### src/rtl/iq_pkg.sv
// Shared definitions for the IQ weight estimator slice.
// Holds the controller state encoding, the sample/weight width and the
// weight range limits, plus a clamp helper used by the saturating build.
package iq_pkg;

    localparam int unsigned SAMPLE_W = 4;
    localparam int signed   W_MIN    = -8;
    localparam int signed   W_MAX    = 7;

    typedef enum logic [1:0] {
        IDLE   = 2'd0,
        ACCUM  = 2'd1,
        UPDATE = 2'd2
    } state_t;

    // Clamp a full-width weight candidate into the representable range.
    function automatic logic signed [SAMPLE_W-1:0] clamp_w(input int v);
        if (v > W_MAX) begin
            return SAMPLE_W'(W_MAX);
        end
        if (v < W_MIN) begin
            return SAMPLE_W'(W_MIN);
        end
        return SAMPLE_W'(v);
    endfunction

endpackage

### src/rtl/iq_weight_est_if.sv
// Sample/weight bus between the compensator side and iq_weight_est.
//   en, clr, in_valid, Iy, Qy : driven by the master (compensator / bench)
//   Wr, Wj, w_valid, busy     : driven by the slave (estimator)
interface iq_weight_est_if;
    import iq_pkg::*;

    logic                       en;
    logic                       clr;
    logic                       in_valid;
    logic signed [SAMPLE_W-1:0] Iy;
    logic signed [SAMPLE_W-1:0] Qy;
    logic signed [SAMPLE_W-1:0] Wr;
    logic signed [SAMPLE_W-1:0] Wj;
    logic                       w_valid;
    logic                       busy;

    modport master (
        output en, clr, in_valid, Iy, Qy,
        input  Wr, Wj, w_valid, busy
    );

    modport slave (
        input  en, clr, in_valid, Iy, Qy,
        output Wr, Wj, w_valid, busy
    );

endinterface

### src/rtl/iq_mac.sv
// Product/accumulate datapath for the IQ weight estimator.
// Forms Iy*Iy - Qy*Qy and Iy*Qy at full precision and sums them into one
// accumulator pair.
//   clk, RESET       : clock, async active-high reset
//   clr_i            : clear both accumulators (wins over en_i)
//   en_i             : add the current products
//   iy_i, qy_i       : signed samples
//   acc_r_o, acc_j_o : registered accumulator values
module iq_mac
    import iq_pkg::*;
#(
    parameter int unsigned ACC_W = 15
) (
    input  logic                       clk,
    input  logic                       RESET,
    input  logic                       clr_i,
    input  logic                       en_i,
    input  logic signed [SAMPLE_W-1:0] iy_i,
    input  logic signed [SAMPLE_W-1:0] qy_i,
    output logic signed [ACC_W-1:0]    acc_r_o,
    output logic signed [ACC_W-1:0]    acc_j_o
);

    localparam int unsigned PROD_W = 2 * SAMPLE_W + 1;

    logic signed [PROD_W-1:0] iy_x, qy_x, term_r, term_j;
    logic signed [ACC_W-1:0]  acc_r_q, acc_r_d, acc_j_q, acc_j_d;

    always_comb begin
        iy_x    = PROD_W'(iy_i);
        qy_x    = PROD_W'(qy_i);
        term_r  = iy_x * iy_x - qy_x * qy_x;
        term_j  = iy_x * qy_x;
        acc_r_d = acc_r_q;
        acc_j_d = acc_j_q;
        if (clr_i) begin
            acc_r_d = '0;
            acc_j_d = '0;
        end else if (en_i) begin
            acc_r_d = acc_r_q + ACC_W'(term_r);
            acc_j_d = acc_j_q + ACC_W'(term_j);
        end
    end

    always_ff @(posedge clk or posedge RESET) begin
        if (RESET) begin
            acc_r_q <= '0;
            acc_j_q <= '0;
        end else begin
            acc_r_q <= acc_r_d;
            acc_j_q <= acc_j_d;
        end
    end

    assign acc_r_o = acc_r_q;
    assign acc_j_o = acc_j_q;

endmodule

### src/rtl/iq_weight_est.sv
// Block-LMS style IQ imbalance weight estimator.
// Accumulates 2^LOG2_N valid samples of (Iy^2 - Qy^2, Iy*Qy), then steps the
// complex weight (Wr, Wj) against the scaled block sums.
//   clk, RESET : clock, async active-high reset
//   bus        : iq_weight_est_if.slave (en, clr, in_valid, Iy, Qy in;
//                Wr, Wj, w_valid, busy out)
// Build option: define IQ_WEIGHT_EST_SAT_EN to clamp weights to [-8, 7];
// otherwise weight updates wrap modulo 16.
module iq_weight_est
    import iq_pkg::*;
#(
    parameter int unsigned LOG2_N   = 6,
    parameter int unsigned MU_SHIFT = 4
) (
    input logic             clk,
    input logic             RESET,
    iq_weight_est_if.slave  bus
);

    localparam int unsigned ACC_W = 2 * SAMPLE_W + 1 + LOG2_N;
    localparam int unsigned SHIFT = LOG2_N + MU_SHIFT;
    localparam logic [LOG2_N-1:0] CNT_LAST = '1;

    state_t                     state_q, state_d;
    logic [LOG2_N-1:0]          cnt_q, cnt_d;
    logic signed [SAMPLE_W-1:0] wr_q, wr_d, wj_q, wj_d;
    logic                       w_valid_q, w_valid_d;
    logic                       acc_en, acc_clr;
    logic signed [ACC_W-1:0]    acc_r, acc_j, step_r, step_j;
    int                         wr_full, wj_full;

    iq_mac #(
        .ACC_W (ACC_W)
    ) u_mac (
        .clk     (clk),
        .RESET   (RESET),
        .clr_i   (acc_clr),
        .en_i    (acc_en),
        .iy_i    (bus.Iy),
        .qy_i    (bus.Qy),
        .acc_r_o (acc_r),
        .acc_j_o (acc_j)
    );

    assign step_r = acc_r >>> SHIFT;
    assign step_j = acc_j >>> SHIFT;

    always_comb begin
        state_d   = state_q;
        cnt_d     = cnt_q;
        wr_d      = wr_q;
        wj_d      = wj_q;
        w_valid_d = 1'b0;
        acc_en    = 1'b0;
        acc_clr   = 1'b0;
        wr_full   = int'(wr_q) - int'(step_r);
        wj_full   = int'(wj_q) - int'(step_j);

        unique case (state_q)
            IDLE: begin
                // Sums are held at zero while idle so every block starts clean.
                acc_clr = 1'b1;
                cnt_d   = '0;
                if (bus.en) begin
                    state_d = ACCUM;
                end
            end
            ACCUM: begin
                if (!bus.en) begin
                    state_d = IDLE;
                end else if (bus.in_valid) begin
                    acc_en = 1'b1;
                    cnt_d  = cnt_q + 1'b1;
                    if (cnt_q == CNT_LAST) begin
                        state_d = UPDATE;
                    end
                end
            end
            UPDATE: begin
                acc_clr   = 1'b1;
                cnt_d     = '0;
                w_valid_d = 1'b1;
`ifdef IQ_WEIGHT_EST_SAT_EN
                wr_d = clamp_w(wr_full);
                wj_d = clamp_w(wj_full);
`else
                wr_d = SAMPLE_W'(wr_full);
                wj_d = SAMPLE_W'(wj_full);
`endif
                state_d = bus.en ? ACCUM : IDLE;
            end
            default: begin
                state_d = IDLE;
            end
        endcase

        // Clear overrides any weight update but leaves the pulse and FSM alone.
        if (bus.clr) begin
            wr_d = '0;
            wj_d = '0;
        end
    end

    always_ff @(posedge clk or posedge RESET) begin
        if (RESET) begin
            state_q   <= IDLE;
            cnt_q     <= '0;
            wr_q      <= '0;
            wj_q      <= '0;
            w_valid_q <= 1'b0;
        end else begin
            state_q   <= state_d;
            cnt_q     <= cnt_d;
            wr_q      <= wr_d;
            wj_q      <= wj_d;
            w_valid_q <= w_valid_d;
        end
    end

    assign bus.Wr      = wr_q;
    assign bus.Wj      = wj_q;
    assign bus.w_valid = w_valid_q;
    assign bus.busy    = (state_q != IDLE);

endmodule

### src/flat_wrapper.sv
// flat-port wrapper written by rule: the top's interface ports become plain ports
module iq_weight_est_flat import iq_pkg::*;
#(
    parameter int unsigned LOG2_N   = 6,
    parameter int unsigned MU_SHIFT = 4
)
  (clk, RESET, bus_en, bus_clr, bus_in_valid, bus_Iy, bus_Qy, bus_Wr, bus_Wj, bus_w_valid, bus_busy);
  iq_weight_est_if bus_i ();
  input logic clk;
  input logic RESET;
  input wire logic [$bits(bus_i.en)-1:0] bus_en;
  input wire logic [$bits(bus_i.clr)-1:0] bus_clr;
  input wire logic [$bits(bus_i.in_valid)-1:0] bus_in_valid;
  input wire logic [$bits(bus_i.Iy)-1:0] bus_Iy;
  input wire logic [$bits(bus_i.Qy)-1:0] bus_Qy;
  output wire logic [$bits(bus_i.Wr)-1:0] bus_Wr;
  output wire logic [$bits(bus_i.Wj)-1:0] bus_Wj;
  output wire logic [$bits(bus_i.w_valid)-1:0] bus_w_valid;
  output wire logic [$bits(bus_i.busy)-1:0] bus_busy;
  assign bus_i.en = bus_en;
  assign bus_i.clr = bus_clr;
  assign bus_i.in_valid = bus_in_valid;
  assign bus_i.Iy = bus_Iy;
  assign bus_i.Qy = bus_Qy;
  assign bus_Wr = bus_i.Wr;
  assign bus_Wj = bus_i.Wj;
  assign bus_w_valid = bus_i.w_valid;
  assign bus_busy = bus_i.busy;
  iq_weight_est #(.LOG2_N(LOG2_N), .MU_SHIFT(MU_SHIFT)) u_core (.clk(clk), .RESET(RESET), .bus(bus_i));
endmodule
### config.mk
export PLATFORM = sky130hd
export DESIGN_NAME = iq_weight_est_flat
export DESIGN_NICKNAME = d
export VERILOG_FILES = /design/src/rtl/iq_pkg.sv /design/src/rtl/iq_weight_est_if.sv /design/src/rtl/iq_mac.sv /design/src/rtl/iq_weight_est.sv /design/src/flat_wrapper.sv
export SDC_FILE = /design/constraint.sdc
export NUM_CORES = 1
export LEC_CHECK = 0
export ABC_AREA = 1
export CORE_UTILIZATION = 55
export DETAILED_ROUTE_END_ITERATION = 10
export GPL_ROUTABILITY_DRIVEN = 0
export GPL_TIMING_DRIVEN = 0
export PLACE_DENSITY = 0.73
export SYNTH_ARGS = -nofsm -noshare
export SYNTH_HDL_FRONTEND = slang
export SYNTH_SLANG_ARGS = --single-unit
### constraint.sdc
create_clock -name clk -period 3.9 [get_ports clk]
set_input_delay 0.78 -clock clk [delete_from_list [all_inputs] [get_ports clk]]
set_output_delay 0.78 -clock clk [all_outputs]
set_load 0.05 [all_outputs]
==> results of run 1 <==
[cells by family after synthesis]
kind of cell,synth area share
XOR/XNOR,0.0132
adder cells (fa/ha/maj),0.382
AO/OA/AOI/OAI,0.0623
buffers and inverters,0.142
flip-flops,0.189
AND/OR/NAND/NOR,0.211
[cell usage in the layout, fill, tap and decap left out, types with 7 or more instances in the layout]
cell type	n
nand3_2	9
ha_4	19
inv_2	28
o21ai_1	16
buf_6	9
buf_4	18
inv_1	172
nand3_1	34
nand2_2	25
fa_2	7
o21ai_0	11
nand2_4	12
fa_1	61
a21oi_1	10
nand2_1	174
nor2_2	9
dfrtp_1	45
clkdlybuf4s50_1	14
ha_1	52
nor2_1	29
[tightest hold or removal path: stages (launching register included)]
cell     delay (ns)
dfrtp_1        0.36
nand2_1        0.05
o21ai_0        0.06
[registers in the layout, summed over array words and instances (netlist names)]
name and flops:
u_core.u_mac.acc_j_o 14, u_core.u_mac.acc_r_o 14, u_core.cnt_q 6, u_core.bus.Wj 4, u_core.bus.Wr 4, u_core.state_q 2
u_core.bus.w_valid 1
[layer usage]
layer	global-route usage	up-vias	wire, um
met1	0.365	2367	6470
met4	0.0556	0	205
met3	0.0288	20	403
met5	0	-	0
met2	0.437	97	6630
li1	-	2467	-
[worst min path at each step]
| stage | startpoint | endpoint | slack (ns) | depth (start not counted) |
|---|---|---|---|---|
| after floorplan | u_core.u_mac.acc_r_o[6]$_DFFE_PP0P_ | u_core.u_mac.acc_r_o[6]$_DFFE_PP0P_ | 0.46 | 2 |
| after global placement | u_core.u_mac.acc_r_o[1]$_DFFE_PP0P_ | u_core.u_mac.acc_r_o[1]$_DFFE_PP0P_ | 0.47 | 2 |
| after detailed placement | u_core.u_mac.acc_r_o[6]$_DFFE_PP0P_ | u_core.u_mac.acc_r_o[6]$_DFFE_PP0P_ | 0.48 | 2 |
| after CTS | u_core.u_mac.acc_r_o[6]$_DFFE_PP0P_ | u_core.u_mac.acc_r_o[6]$_DFFE_PP0P_ | 0.51 | 2 |
| after global routing | u_core.u_mac.acc_j_o[1]$_DFFE_PP0P_ | u_core.u_mac.acc_j_o[1]$_DFFE_PP0P_ | 0.53 | 1 |
| final | u_core.u_mac.acc_r_o[1]$_DFFE_PP0P_ | u_core.u_mac.acc_r_o[1]$_DFFE_PP0P_ | 0.51 | 2 |
[metrics by stage]
stage / hold slack (ns) / cell area [um^2]
after global placement: 0.474 / 6600
after CTS: 0.506 / 7000
after global routing: 0.532 / 7310
final: 0.505 / 7310
after detailed placement: 0.479 / 6630
after floorplan: 0.455 / 6230
[layout make-up]
class | count | area [um^2] | area share
buffer | 11 | 101 | 0.0139
clock buffer | 6 | 82.6 | 0.0113
clock inverter | 2 | 37.5 | 0.00513
inverter | 207 | 800 | 0.109
multi-input combinational | 522 | 4560 | 0.624
sequential | 45 | 1130 | 0.154
tap | 136 | 170 | 0.0233
timing repair buffer | 43 | 428 | 0.0585
timing repair inverter | 1 | 7.51 | 0.00103
[repair_timing]
| item | in CTS | in global routing |
|---|---|---|
| pin swaps | 43 | 49 |
| hold buffers | 0 | 0 |
| setup buffers | 15 | 7 |
| endpoints found under the setup margin | 23 | 19 |
| cloned | 1 | 0 |
| gates resized for setup | 73 | 71 |
==> flow_summary_export.csv, run 1 <==
group,metric,value,unit
final_layout,final_cell_count_no_fill,973,
status,failed_checks,"setup timing",
logic_synthesis,netlist_instances,785,
route,wire_per_inst,14.1,um
sta,finalWorstSetupSlack,-0.715,ns
setup_path,reg2reg_slack,0.66,ns
setup_path,worstPathRequired,4.10,ns
logic_synthesis,yosysMostFrequentCell,"nand2_1",
final_layout,diodes,0,
global_routing,gr-total-overflow,0,
route,ant_nets,0,
setup_path,start_kind,"input port",
global_routing,grt_max_degree,25,
global_routing,grt_pass1_wl,23300,um
flow_run,cap_violations,0,
setup_path,cp-endpoint,"u_core.u_mac.acc_r_o[12]$_DFFE_PP0P_",
logic_synthesis,yosysWarnings,0,
route,firstDrtPassIters,4,
setup_path,critical_path.endpoint_type,"flip-flop",
status,status,"finished, violations left",
setup_path,critPathMostFrequentCell,"nand2_2",
route,first_iter_violations,224,
sta,hold_violations,0,
sta,rsz0062_at_grt,"yes",
global_routing,antenna_found_initial,0,
logic_synthesis,syn_nets,939,
logic_synthesis,ys.flop_type,"dfrtp_1",
route,wirelength,13700,um
setup_path,cp.arrival,4.81,ns
floorplan,die_x,106,um
floorplan,initial_core_util,0.571,
logic_synthesis,synth_top_area_frac,0.229,
logic_synthesis,synthTopCellsByArea,"fa_1 23%, dfrtp_1 19%, ha_1 15%, nand2_1 13%, inv_1 13%",
final_layout,drive_above_1_share,0.219,
logic_synthesis,synth_seq_cells,45,
sta,worst_pin_slew,0.564,ns
cts,clockBufferDepth,2,
cts,cts_tree,"yes",
route,viasPerCell,5.09,
logic_synthesis,async_flop_share,1.00,
cts,insertion_delay,0.30,ns
logic_synthesis,synth_common_cells,"210 x nand2_1, 204 x inv_1, 73 x ha_1, 68 x fa_1, 45 x dfrtp_1",
sta,finalSetupTns,-6.29,ns
route,vias,4951,
logic_synthesis,synth_cell_types,30,
setup_path,cp_num_cells,22,
floorplan,fp.dieH,106,um
setup_path,worstReg2RegEnd,"u_core.u_mac.acc_j_o[13]$_DFFE_PP0P_",
cts,root_buffer,"clkbuf_8",
placed_design,place_hpwl,10600,um
floorplan,ios,23,
logic_synthesis,syn_area_per_cell,7.58,um^2
setup_path,max_stage_delay,0.53,ns
setup_path,startpoint,"bus_Iy[3]",
sta,skew,0.00542,ns
setup_path,path_cells,"buf_8 -> clkbuf_16 -> nand2_8 -> inv_6 -> fa_2 -> buf_6 -> fa_1 -> fa_2 -> fa_1 -> inv_1 -> fa_1 -> inv_2 -> ha_4 -> nand2_4 -> nand2_2 -> nand2_2 -> nand2_2 -> nand2_2 -> nand3_1 -> nand2_1 -> nand3_1 -> nand2_1",
placed_design,placed_cells,942,
logic_synthesis,synth_edf_count,0,
sta,slew_headroom,0.623,
global_routing,grt_pass1_vias,4987,
final_layout,area_delta_synth_final,22.9,%
setup_path,crit_buf_inv,6,
sta,finalSetupViolations,10,
final_layout,final_core_util,0.702,
final_layout,nNetsFinal,990,
sta,min_period,4.62,ns
setup_path,worst-setup-path-type,"input port to flip-flop",
setup_path,path_max_fanout,6,
sta,finalCritPeriodShare,1.18,
setup_path,r2r_cells,14,
setup_path,crit_family,"adder cells",
route,drc,0,
cts,cts_sinks,45,
logic_synthesis,syn-cell-area,5950,um^2
cts,clkTransAtPathRegs,0.09,ns
global_routing,grt_use_total,0.261,
logic_synthesis,ys_seq_area_frac,0.189,
final_layout,fill_cells,831,
cts,cts_made_buffers,5,
hold_path,hp-class,"flip-flop to flip-flop",
floorplan,core,10400,um^2
setup_path,cp_slowest_cell,"fa_1",
cts,htree_levels,2,
setup_path,timing.rr.start,"u_core.u_mac.acc_j_o[3]$_DFFE_PP0P_",
floorplan,std_cell_rows,37,
placed_design,preCtsSetupSlack,-1.58,ns
logic_synthesis,yosysTopAreaCell,"fa_1",
placed_design,port-buffer-count,20,
sta,finalMaxSlewViolations,0,
sta,fmax,217,MHz
floorplan,dieArea,11200,um^2
Power of run 1 is left out: the tool's default activity adds up to more than one toggle a clock period on the data nets, which glitch-free logic cannot reach.
==> inputs of run 2 (changes only) <==
- PLACE_DENSITY: 0.73 -> 0.74
==> flow_summary_export.csv, run 2 (same netlist as run 1, synthesis figures left out) <==
group,metric,value,unit
sta,finalSetupTns,-5.98,ns
route,wirelength,13500,um
sta,worst_pin_slew,0.503,ns
cts,cts_tree,"yes",
setup_path,crit_buf_inv,7,
setup_path,path_cells,"buf_12 -> clkbuf_16 -> nand2_4 -> inv_4 -> fa_1 -> inv_2 -> fa_1 -> inv_2 -> fa_2 -> fa_1 -> inv_2 -> fa_1 -> inv_2 -> ha_4 -> nand2_4 -> nand2_2 -> nand2_2 -> nand2_2 -> nand2_2 -> nand3_2 -> nand2_1 -> nand2_1 -> o21ai_1",
route,drc,0,
sta,fmax,218,MHz
route,vias,4955,
setup_path,timing.rr.start,"u_core.u_mac.acc_r_o[3]$_DFFE_PP0P_",
global_routing,grt_pass1_vias,4990,
sta,min_period,4.59,ns
cts,root_buffer,"clkbuf_8",
route,ant_nets,0,
setup_path,startpoint,"bus_Iy[3]",
setup_path,path_max_fanout,6,
floorplan,dieArea,11200,um^2
placed_design,preCtsSetupSlack,-1.51,ns
floorplan,initial_core_util,0.571,
final_layout,fill_cells,829,
sta,finalMaxSlewViolations,0,
hold_path,hold_path_depth,2,
global_routing,grt_pass1_wl,22800,um
setup_path,worstPathRequired,4.09,ns
final_layout,diodes,0,
final_layout,drive_above_1_share,0.194,
route,wire_per_inst,14.0,um
hold_path,hp-class,"flip-flop to flip-flop",
sta,finalCritPeriodShare,1.18,
setup_path,worst-setup-path-type,"input port to flip-flop",
hold_path,worst_hold_startpoint,"u_core.u_mac.acc_r_o[6]$_DFFE_PP0P_",
setup_path,r2r_cells,15,
status,failed_checks,"setup timing",
final_layout,area_delta_synth_final,21.2,%
cts,cts_sinks,45,
sta,hold_violations,0,
global_routing,gr-total-overflow,0,
sta,rsz0062_at_grt,"yes",
sta,slew_headroom,0.664,
final_layout,multi_input_area,4550,um^2
setup_path,crit_family,"adder cells",
route,first_iter_violations,254,
cts,clkTransAtPathRegs,0.09,ns
global_routing,grt_use_total,0.257,
setup_path,critical_path.endpoint_type,"flip-flop",
sta,finalWorstSetupSlack,-0.693,ns
flow_run,cap_violations,0,
cts,cts_made_buffers,5,
final_layout,final_common_cell,"nand2_1",
final_layout,nNetsFinal,982,
floorplan,std_cell_rows,37,
cts,clockBufferDepth,2,
global_routing,grt_max_degree,26,
setup_path,cp_slowest_cell,"fa_1",
final_layout,final_core_util,0.692,
setup_path,start_kind,"input port",
floorplan,ios,23,
sta,finalSetupViolations,10,
floorplan,die_x,106,um
route,viasPerCell,5.13,
route,firstDrtPassIters,4,
floorplan,core,10400,um^2
final_layout,fin_area,7210,um^2
floorplan,fp.dieH,106,um
placed_design,placed_area,6620,um^2
placed_design,place_hpwl,10700,um
setup_path,cp.arrival,4.78,ns
placed_design,port-buffer-count,20,
sta,skew,0.00513,ns
global_routing,antenna_found_initial,0,
cts,htree_levels,2,
cts,insertion_delay,0.30,ns
setup_path,cp_num_cells,23,
status,status,"finished, violations left",
final_layout,seq_area,1130,um^2
final_layout,final_cell_mix,"181 x nand2_1, 178 x inv_1, 62 x fa_1",
setup_path,max_stage_delay,0.52,ns
[run 2: changes by cell type in the layout (fill, tap and decap cells not counted), moves of 3 or more]
cell / change
inv_2: -6
buf_6: -4
buf_4: -5
inv_1: +6
nand2_1: +7
nand3_2: -3
nand2_2: -4
[run 2: metrics by stage]
step | instances | hold slack, ns
after CTS | 960 | 0.503
after global routing | 965 | 0.535
after detailed placement | 942 | 0.479
after floorplan | 785 | 0.455
final | 965 | 0.506
after global placement | 941 | 0.474
[run 2: layout make-up]
type	instances	share of cell area
multi-input cells	522	0.631
flip-flops and latches	45	0.156
inverters	207	0.111
repair buffers	36	0.0481
well taps	136	0.0236
plain buffers	11	0.0141
clock buffers	7	0.0120
clock inverters	1	0.00417
[run 2: final timing paths]
path | end | slack [ns]
worst max-delay path | u_core.u_mac.acc_r_o[11]$_DFFE_PP0P_ | -0.69
worst min-delay path | u_core.u_mac.acc_r_o[6]$_DFFE_PP0P_ | 0.51
worst max register to register | u_core.u_mac.acc_r_o[10]$_DFFE_PP0P_ | 0.75
worst min register to register | u_core.u_mac.acc_r_o[6]$_DFFE_PP0P_ | 0.51
max in group asynchronous | u_core.u_mac.acc_r_o[5]$_DFFE_PP0P_ | 2.58
min in group asynchronous | u_core.bus.Wj[0]$_DFFE_PP0P_ | 0.82
[run 2: worst register-to-register path: cells and delay by family, from the launching register on]
family | cells | cell delay, ns
simple gates | 6 | 0.46
flops | 1 | 0.33
buf+inv | 4 | 0.31
compound gates | 1 | 0.05
fa+ha+maj | 4 | 1.89
[run 2: repair_timing]
item,4_1_cts,5_1_grt
endpoints found under the setup margin,22,19
endpoints found under the hold margin,0,0
gates cloned,1,0
resized for setup,52,70
pin swaps,22,28
hold buffers,0,0
buffers inserted,9,5
[run 2: routing by layer]
metal	track usage	share of wire	vias to the layer above
met3	0.0215	0.034	24
met5	0	0	-
met2	0.435	0.48	105
met4	0.0605	0.020	0
li1	-	-	2457
met1	0.358	0.46	2369
Power of run 2 is left out for the same reason.
